--- src/rtl/ysyx_25020037_axi_arbiter.sv ---
// Two-master (IFU read, LSU read/write) to one-slave AXI4 arbiter.
// One transaction owns the slave from grant until its final R/B handshake.
module ysyx_25020037_axi_arbiter #(
    parameter bit LSU_FIRST = 1'b1
) (
    input  logic        clk,
    input  logic        rst,
    // IFU read master
    input  logic        ifu_arvalid,
    input  logic [31:0] ifu_araddr,
    input  logic [3:0]  ifu_arid,
    input  logic [7:0]  ifu_arlen,
    input  logic [2:0]  ifu_arsize,
    input  logic [1:0]  ifu_arburst,
    output logic        ifu_arready,
    output logic        ifu_rvalid,
    output logic [31:0] ifu_rdata,
    output logic [1:0]  ifu_rresp,
    output logic        ifu_rlast,
    output logic [3:0]  ifu_rid,
    input  logic        ifu_rready,
    // LSU read/write master
    input  logic        lsu_arvalid,
    input  logic [31:0] lsu_araddr,
    input  logic [3:0]  lsu_arid,
    input  logic [7:0]  lsu_arlen,
    input  logic [2:0]  lsu_arsize,
    input  logic [1:0]  lsu_arburst,
    output logic        lsu_arready,
    output logic        lsu_rvalid,
    output logic [31:0] lsu_rdata,
    output logic [1:0]  lsu_rresp,
    output logic        lsu_rlast,
    output logic [3:0]  lsu_rid,
    input  logic        lsu_rready,
    input  logic        lsu_awvalid,
    input  logic [31:0] lsu_awaddr,
    input  logic [3:0]  lsu_awid,
    input  logic [7:0]  lsu_awlen,
    input  logic [2:0]  lsu_awsize,
    input  logic [1:0]  lsu_awburst,
    output logic        lsu_awready,
    input  logic        lsu_wvalid,
    input  logic [31:0] lsu_wdata,
    input  logic [3:0]  lsu_wstrb,
    input  logic        lsu_wlast,
    output logic        lsu_wready,
    output logic        lsu_bvalid,
    output logic [1:0]  lsu_bresp,
    output logic [3:0]  lsu_bid,
    input  logic        lsu_bready,
    // Slave port
    output logic        s_awvalid,
    output logic [31:0] s_awaddr,
    output logic [3:0]  s_awid,
    output logic [7:0]  s_awlen,
    output logic [2:0]  s_awsize,
    output logic [1:0]  s_awburst,
    input  logic        s_awready,
    output logic        s_wvalid,
    output logic [31:0] s_wdata,
    output logic [3:0]  s_wstrb,
    output logic        s_wlast,
    input  logic        s_wready,
    input  logic        s_bvalid,
    input  logic [1:0]  s_bresp,
    input  logic [3:0]  s_bid,
    output logic        s_bready,
    output logic        s_arvalid,
    output logic [31:0] s_araddr,
    output logic [3:0]  s_arid,
    output logic [7:0]  s_arlen,
    output logic [2:0]  s_arsize,
    output logic [1:0]  s_arburst,
    input  logic        s_arready,
    input  logic        s_rvalid,
    input  logic [31:0] s_rdata,
    input  logic [1:0]  s_rresp,
    input  logic        s_rlast,
    input  logic [3:0]  s_rid,
    output logic        s_rready
);

    localparam logic [1:0] IDLE   = 2'd0;
    localparam logic [1:0] RD_IFU = 2'd1;
    localparam logic [1:0] RD_LSU = 2'd2;
    localparam logic [1:0] WR_LSU = 2'd3;

    logic [1:0] state_q, state_d;
    logic       rd_ifu, rd_lsu, wr_lsu;
    logic       lsu_req;
    logic [1:0] lsu_next;

    assign rd_ifu   = (state_q == RD_IFU);
    assign rd_lsu   = (state_q == RD_LSU);
    assign wr_lsu   = (state_q == WR_LSU);
    assign lsu_req  = lsu_arvalid | lsu_awvalid;
    // Reads beat writes inside the LSU.
    assign lsu_next = lsu_arvalid ? RD_LSU : WR_LSU;

    always_comb begin
        state_d = state_q;
        unique case (state_q)
            IDLE: begin
                if (LSU_FIRST) begin
                    if (lsu_req)          state_d = lsu_next;
                    else if (ifu_arvalid) state_d = RD_IFU;
                end else begin
                    if (ifu_arvalid)      state_d = RD_IFU;
                    else if (lsu_req)     state_d = lsu_next;
                end
            end
            RD_IFU, RD_LSU: if (s_rvalid & s_rready & s_rlast) state_d = IDLE;
            WR_LSU:         if (s_bvalid & s_bready)           state_d = IDLE;
            default:        state_d = IDLE;
        endcase
    end

    always_ff @(posedge clk) begin
        if (!rst) state_q <= IDLE;
        else      state_q <= state_d;
    end

    always_comb begin
        ifu_arready = 1'b0; ifu_rvalid = 1'b0; ifu_rdata = '0;
        ifu_rresp   = '0;   ifu_rlast  = 1'b0; ifu_rid   = '0;
        lsu_arready = 1'b0; lsu_rvalid = 1'b0; lsu_rdata = '0;
        lsu_rresp   = '0;   lsu_rlast  = 1'b0; lsu_rid   = '0;
        lsu_awready = 1'b0; lsu_wready = 1'b0;
        lsu_bvalid  = 1'b0; lsu_bresp  = '0;   lsu_bid   = '0;
        s_awvalid = 1'b0; s_awaddr = '0; s_awid = '0;
        s_awlen   = '0;   s_awsize = '0; s_awburst = '0;
        s_wvalid  = 1'b0; s_wdata  = '0; s_wstrb = '0; s_wlast = 1'b0;
        s_bready  = 1'b0;
        s_arvalid = 1'b0; s_araddr = '0; s_arid = '0;
        s_arlen   = '0;   s_arsize = '0; s_arburst = '0;
        s_rready  = 1'b0;
        unique case (1'b1)
            rd_ifu: begin
                s_arvalid   = ifu_arvalid; s_araddr = ifu_araddr;
                s_arid      = ifu_arid;    s_arlen  = ifu_arlen;
                s_arsize    = ifu_arsize;  s_arburst = ifu_arburst;
                ifu_arready = s_arready;
                ifu_rvalid  = s_rvalid;    ifu_rdata = s_rdata;
                ifu_rresp   = s_rresp;     ifu_rlast = s_rlast;
                ifu_rid     = s_rid;       s_rready  = ifu_rready;
            end
            rd_lsu: begin
                s_arvalid   = lsu_arvalid; s_araddr = lsu_araddr;
                s_arid      = lsu_arid;    s_arlen  = lsu_arlen;
                s_arsize    = lsu_arsize;  s_arburst = lsu_arburst;
                lsu_arready = s_arready;
                lsu_rvalid  = s_rvalid;    lsu_rdata = s_rdata;
                lsu_rresp   = s_rresp;     lsu_rlast = s_rlast;
                lsu_rid     = s_rid;       s_rready  = lsu_rready;
            end
            wr_lsu: begin
                s_awvalid   = lsu_awvalid; s_awaddr = lsu_awaddr;
                s_awid      = lsu_awid;    s_awlen  = lsu_awlen;
                s_awsize    = lsu_awsize;  s_awburst = lsu_awburst;
                lsu_awready = s_awready;
                s_wvalid    = lsu_wvalid;  s_wdata  = lsu_wdata;
                s_wstrb     = lsu_wstrb;   s_wlast  = lsu_wlast;
                lsu_wready  = s_wready;
                lsu_bvalid  = s_bvalid;    lsu_bresp = s_bresp;
                lsu_bid     = s_bid;       s_bready  = lsu_bready;
            end
            default: ;
        endcase
    end

endmodule

--- config.mk ---
export PLATFORM = sky130hd
export DESIGN_NAME = ysyx_25020037_axi_arbiter
export DESIGN_NICKNAME = d
export VERILOG_FILES = /design/src/rtl/ysyx_25020037_axi_arbiter.sv
export SDC_FILE = /design/constraint.sdc
export NUM_CORES = 1
export LEC_CHECK = 0
export BUFFER_PORTS_ARGS = -buffer_cell sky130_fd_sc_hd__buf_2
export CAP_MARGIN = 20
export CORE_AREA = 2 2 184 186
export DETAILED_ROUTE_END_ITERATION = 6
export DIE_AREA = 0 0 186 188
export GPL_ROUTABILITY_DRIVEN = 0
export PLACE_DENSITY = 0.41
export SETUP_SLACK_MARGIN = 0.15
export SLEW_MARGIN = 20
export SYNTH_ARGS = -nofsm -noshare
export SYNTH_HDL_FRONTEND = slang
export SYNTH_SLANG_ARGS = --single-unit
--- constraint.sdc ---
create_clock -name clk -period 2.8 [get_ports clk]
set_clock_uncertainty 0.05 [all_clocks]
set_input_delay 0.28 -clock clk [delete_from_list [all_inputs] [get_ports clk]]
set_output_delay 0.28 -clock clk [all_outputs]
set_load 0.005 [all_outputs]
# Word level (Yosys, flattened, before mapping)
# Index checks and enable logic that the tools add are counted.
totals:
  regBits: 2
  latch_bits: 0
  ram_bits: 0
  mem_bits_ro: 0
  inputBits: 243
  out_inout_bits: 231
  n_memories: 0
classes:
  n_addsub: 0
  multipliers: 0
  div_mod_pow: 0
  magnitude_cmp: 0
  n_eq_ne: 6
  n_shift: 0
  n_mux: 41
  bitwise_logic: 4
  reduce_logical: 3
op_table:
  columns: ["cell", "n"]
  rows:
  - ["$mux 32", 4]
  - ["$pmux 32 s2", 1]
  - ["$mux 4", 5]
  - ["$mux 2", 8]
  - ["$pmux 8 s2", 1]
  - ["$mux 1", 14]
  - ["$mux 8", 1]
  - ["$pmux 4 s2", 1]
  - ["$pmux 2 s3", 1]
  - ["$pmux 3 s2", 1]
  - ["$eq 2x2->1 const B", 2]
  - ["$pmux 1 s2", 2]
  - ["$pmux 2 s2", 1]
  - ["$and 1x1->1", 3]
  - ["$mux 3", 1]
  - ["$ne 3x3->1 const B", 1]
  - ["$reduce_and 3->1", 1]
  - ["$eq 2x1->1 const B", 1]
  - ["$logic_not 2->1", 1]
  - ["$ne 2x1->1 const B", 1]
  - ["$ne 2x2->1 const B", 1]
  - ["$reduce_or 2->1", 1]
  - ["$or 1x1->1", 1]

# Logic depth before layout (Yosys ltp)
depth:
  ltp_word: 6
  mapped_depth: 6
  ltp_nobuf: 6

# Worst setup path after synthesis
# Ideal clock, no wire load.
synth_path:
  path_kind: "reg-to-output"
  from: "register state_q[0]"
  to: "output port s_araddr[0]"
  arrival_ps: 1155
  setup_slack_ps: 1315
  path_stages_with_launch: 7
  path_buffers: 2
  cell_sequence: "dfxtp_1 > inv_1 > ha_1 > buf_4 > buf_2 > a22oi_1 > nor2b_1"
synth_via:
  elab_chain_cells: 2
synth_lines:
  columns: ["item", "line", "text"]
  rows:
  - ["start, declared", "89", "logic [1:0] state_q, state_d;"]
  - ["start signal, assigned", "121", "else state_q <= state_d;"]
  - ["$eq 2x2->1 / $eq 2x1->1 (equally long branches)", "95, 94", null]
  - ["$pmux 32 s2 (*)", "138", "unique case (1'b1)"]
  - ["end, declared", "70", "output logic [31:0] s_araddr,"]
# Every way passes the cells marked *; elsewhere a longest branch is shown, timed or not.

# Worst setup path in the final report
layout_path:
  from: "register state_q[1]"
  to: "output port s_araddr[16]"
# The elaborated chain is that of the path after synthesis.

==> run summary <==
TritonCTS Buffers - 3
Power share of the combinational group - 88.2%
R2R Setup Slk - 1.07 ns
Pwr dens - 458 mW/mm²
R2R Path Start - state_q[0]
H-Tree Level Count - 1
Worst setup path category - flip-flop to output port
CP max FO - 24
Net Switching - 1.10 mW
Min-delay src - rst
Slew HR - 69.4%
Vias per inst - 3.33
Remaining DRCs - 0
Pleak - 3.03 nW
Worst-path clk slew - 0.03 ns
Worst r2r dst - state_q[0]
Req. time, crit path - 2.47 ns
Area Growth Syn to Fin - 135%
Post-CTS setup buffer count - 0
Peak VDD IR - 0.000327 V
Worst Hold End - state_q[1]
P_int - 1.25 mW
PortBufs - 473
CP Capture Type - output port
Worst hold slack - 0.324 ns
Number of global-route vias before repair - 4007
Die Ht - 188 µm
Critical path's slowest cell - dfxtp_1
Sequential-to-total area share from yosys stat - 1.83%
Mapped Nets - 584
Post-DP HPWL - 15100 µm
Worst path cell trace - inv_1, ha_4, buf_4, a22oi_1, nor2b_1, buf_2
Largest register FFs - 2
CP arrival - 1.84 ns
Final hold viol count - 0
Worst Tran Pin Value - 0.459 ns
First-pass GRT wire length - 23400 µm
Final setup viols - 0
Share of cells above drive strength 1 - 62.2%
Max Cap Viol - 0
Slew Limit Fails - 0
Post-synthesis cell type count - 19
# hold bufs at CTS - 0
Die W - 186 µm
Final nets - 1033
N_diodes - 0
Pin count of the biggest net entering global routing - 68
GRT overflow - 0
Hold Path Stages - 3
Unrepaired setup endpoints after global routing - no
Tmin final - 2.17 ns
Gate Count Post-Synth - 337
Clock Latency Late Sink - 0.22 ns
Wirelength, routed - 17500 µm
R2R cell count - 5
CORE AREA - 0.0331 mm²
Initial Util - 6.59%
Root buf cell - clkbuf_16
Yosys warns - 0
Final Cell Area - 0.00514 mm²
Syn avg cell area - 6.48 µm²
Share of power burned in registers - 2.5%
CTS resizes - 0
Biggest register - state_q
TNS Setup - 0 ns
Largest regs - state_q (2)
Initial DRC Count - 123
GRT Total Usage - 8.98%
Register bit total from synthesis - 2
HP Class - primary input to flip-flop
Placed Cells - 1229
Drt wl/cell - 14.2 µm
Post-DRT Antenna Nets - 0
Initial antenna violation count - 0
Top-level I/O count - 474
Commonest non-fill, non-tap cell in the layout - buf_2
Mapped Area - 0.00218 mm²
Placed cell area - 0.00506 mm²
Clock Sink Count - 2
Row Count - 67
Commonest cells after routing, fill and taps aside - 473 x buf_2, 180 x and2_1, 51 x a22oi_1, 51 x nor2b_1
Die ar. - 0.0350 mm²
First-pass DRT Iterations - 4
Post-Layout Cell Count - 1232
Worst setup SP type - flip-flop
Max incr delay on CP - 0.41 ns
Sw Ratio - 46.7%
Deepest clock path buffer count - 2
Max Fclk - 0.460 GHz
Total number of vias - 4104
Run status - finished, final reports clean
Period Utilization, post-route - 77.6%
Clock power share - 9.3%
TritonCTS clock tree - built
[critical path, delay by kind of cell, from the launching register on]
family / cells / cell delay, ns
AO/OA/AOI/OAI: 1 / 0.38
adder cells (fa/ha/maj): 1 / 0.26
buffers and inverters: 3 / 0.48
flip-flops: 1 / 0.41
AND/OR/NAND/NOR: 1 / 0.08
[power groups by stage]
stage / combinational (mW) / clock (mW) / sequential, mW
after floorplan: 1.13 / 0 / 0.0496
after global placement: 2.15 / 0 / 0.0591
after detailed placement: 2.15 / 0 / 0.0596
after CTS: 2.16 / 0.220 / 0.0592
after global routing: 2.32 / 0.223 / 0.0611
final: 2.07 / 0.218 / 0.0586
[routing by layer]
metal  share of wire (%)  GRT usage, %  vias up
met5                   0             0        -
met4                 1.9          2.39        0
met3                 8.7          1.40       11
met2                  49          16.9      282
met1                  41          10.4     1826
li1                    -             -     1985
[worst max path at each step]
stage / endpoint / slack (ns) / startpoint / cells after the start
floorplan: s_araddr[0] / 1.32 / state_q[0] / 6
global placement: s_rready / 0.76 / state_q[0] / 5
detailed placement: s_rready / 0.78 / state_q[0] / 5
CTS: s_rready / 0.55 / state_q[0] / 5
global route: s_araddr[10] / 0.46 / state_q[0] / 6
finish: s_araddr[16] / 0.63 / state_q[1] / 6
[synthesized netlist by cell type]
cell,n,area [µm²]
a21oi_2,1,8.76
a22oi_1,51,383
and2_1,180,1130
buf_2,17,85.1
buf_4,3,22.5
buf_6,1,11.3
clkbuf_1,13,48.8
clkbuf_2,1,5.00
dfxtp_1,2,40.0
ha_1,4,50.1
inv_1,2,7.51
mux2i_1,2,20.0
nand2_1,4,15.0
nand2_2,1,6.26
nand3b_1,1,7.51
nor2b_1,51,319
nor4b_2,1,15.0
o211ai_1,1,7.51
o21ai_1,1,5.00
[stage by stage]
| step | worst slack (ns) | utilization, % | total power, mW |
|---|---|---|---|
| final | 0.628 | 15.5 | 2.35 |
| after floorplan | 1.32 | - | 1.18 |
| after CTS | 0.547 | 15.5 | 2.44 |
| after global placement | 0.761 | 15.3 | 2.21 |
| after global routing | 0.463 | 15.5 | 2.60 |
| after detailed placement | 0.782 | 15.3 | 2.21 |
[layout make-up]
type,instances,area (µm²)
fill,3857,28000
clock buffer,3,75.1
sequential,2,40.0
multi-input combinational,298,1990
tap,448,561
timing repair buffer,479,2460
inverter,2,7.51
[cell families (layout without fill, tap and decap cells)]
group	count (synthesis)	in the layout	synth area share, %
AOI/OAI and AO/OA	54	54	18.5
adders and majority gates	4	4	2.29
buffers and inverters	37	484	8.25
DFF	2	2	1.83
muxes	2	2	0.917
and+or+nand+nor	238	238	68.2
No activity file was read; power rests on OpenSTA's default activity.
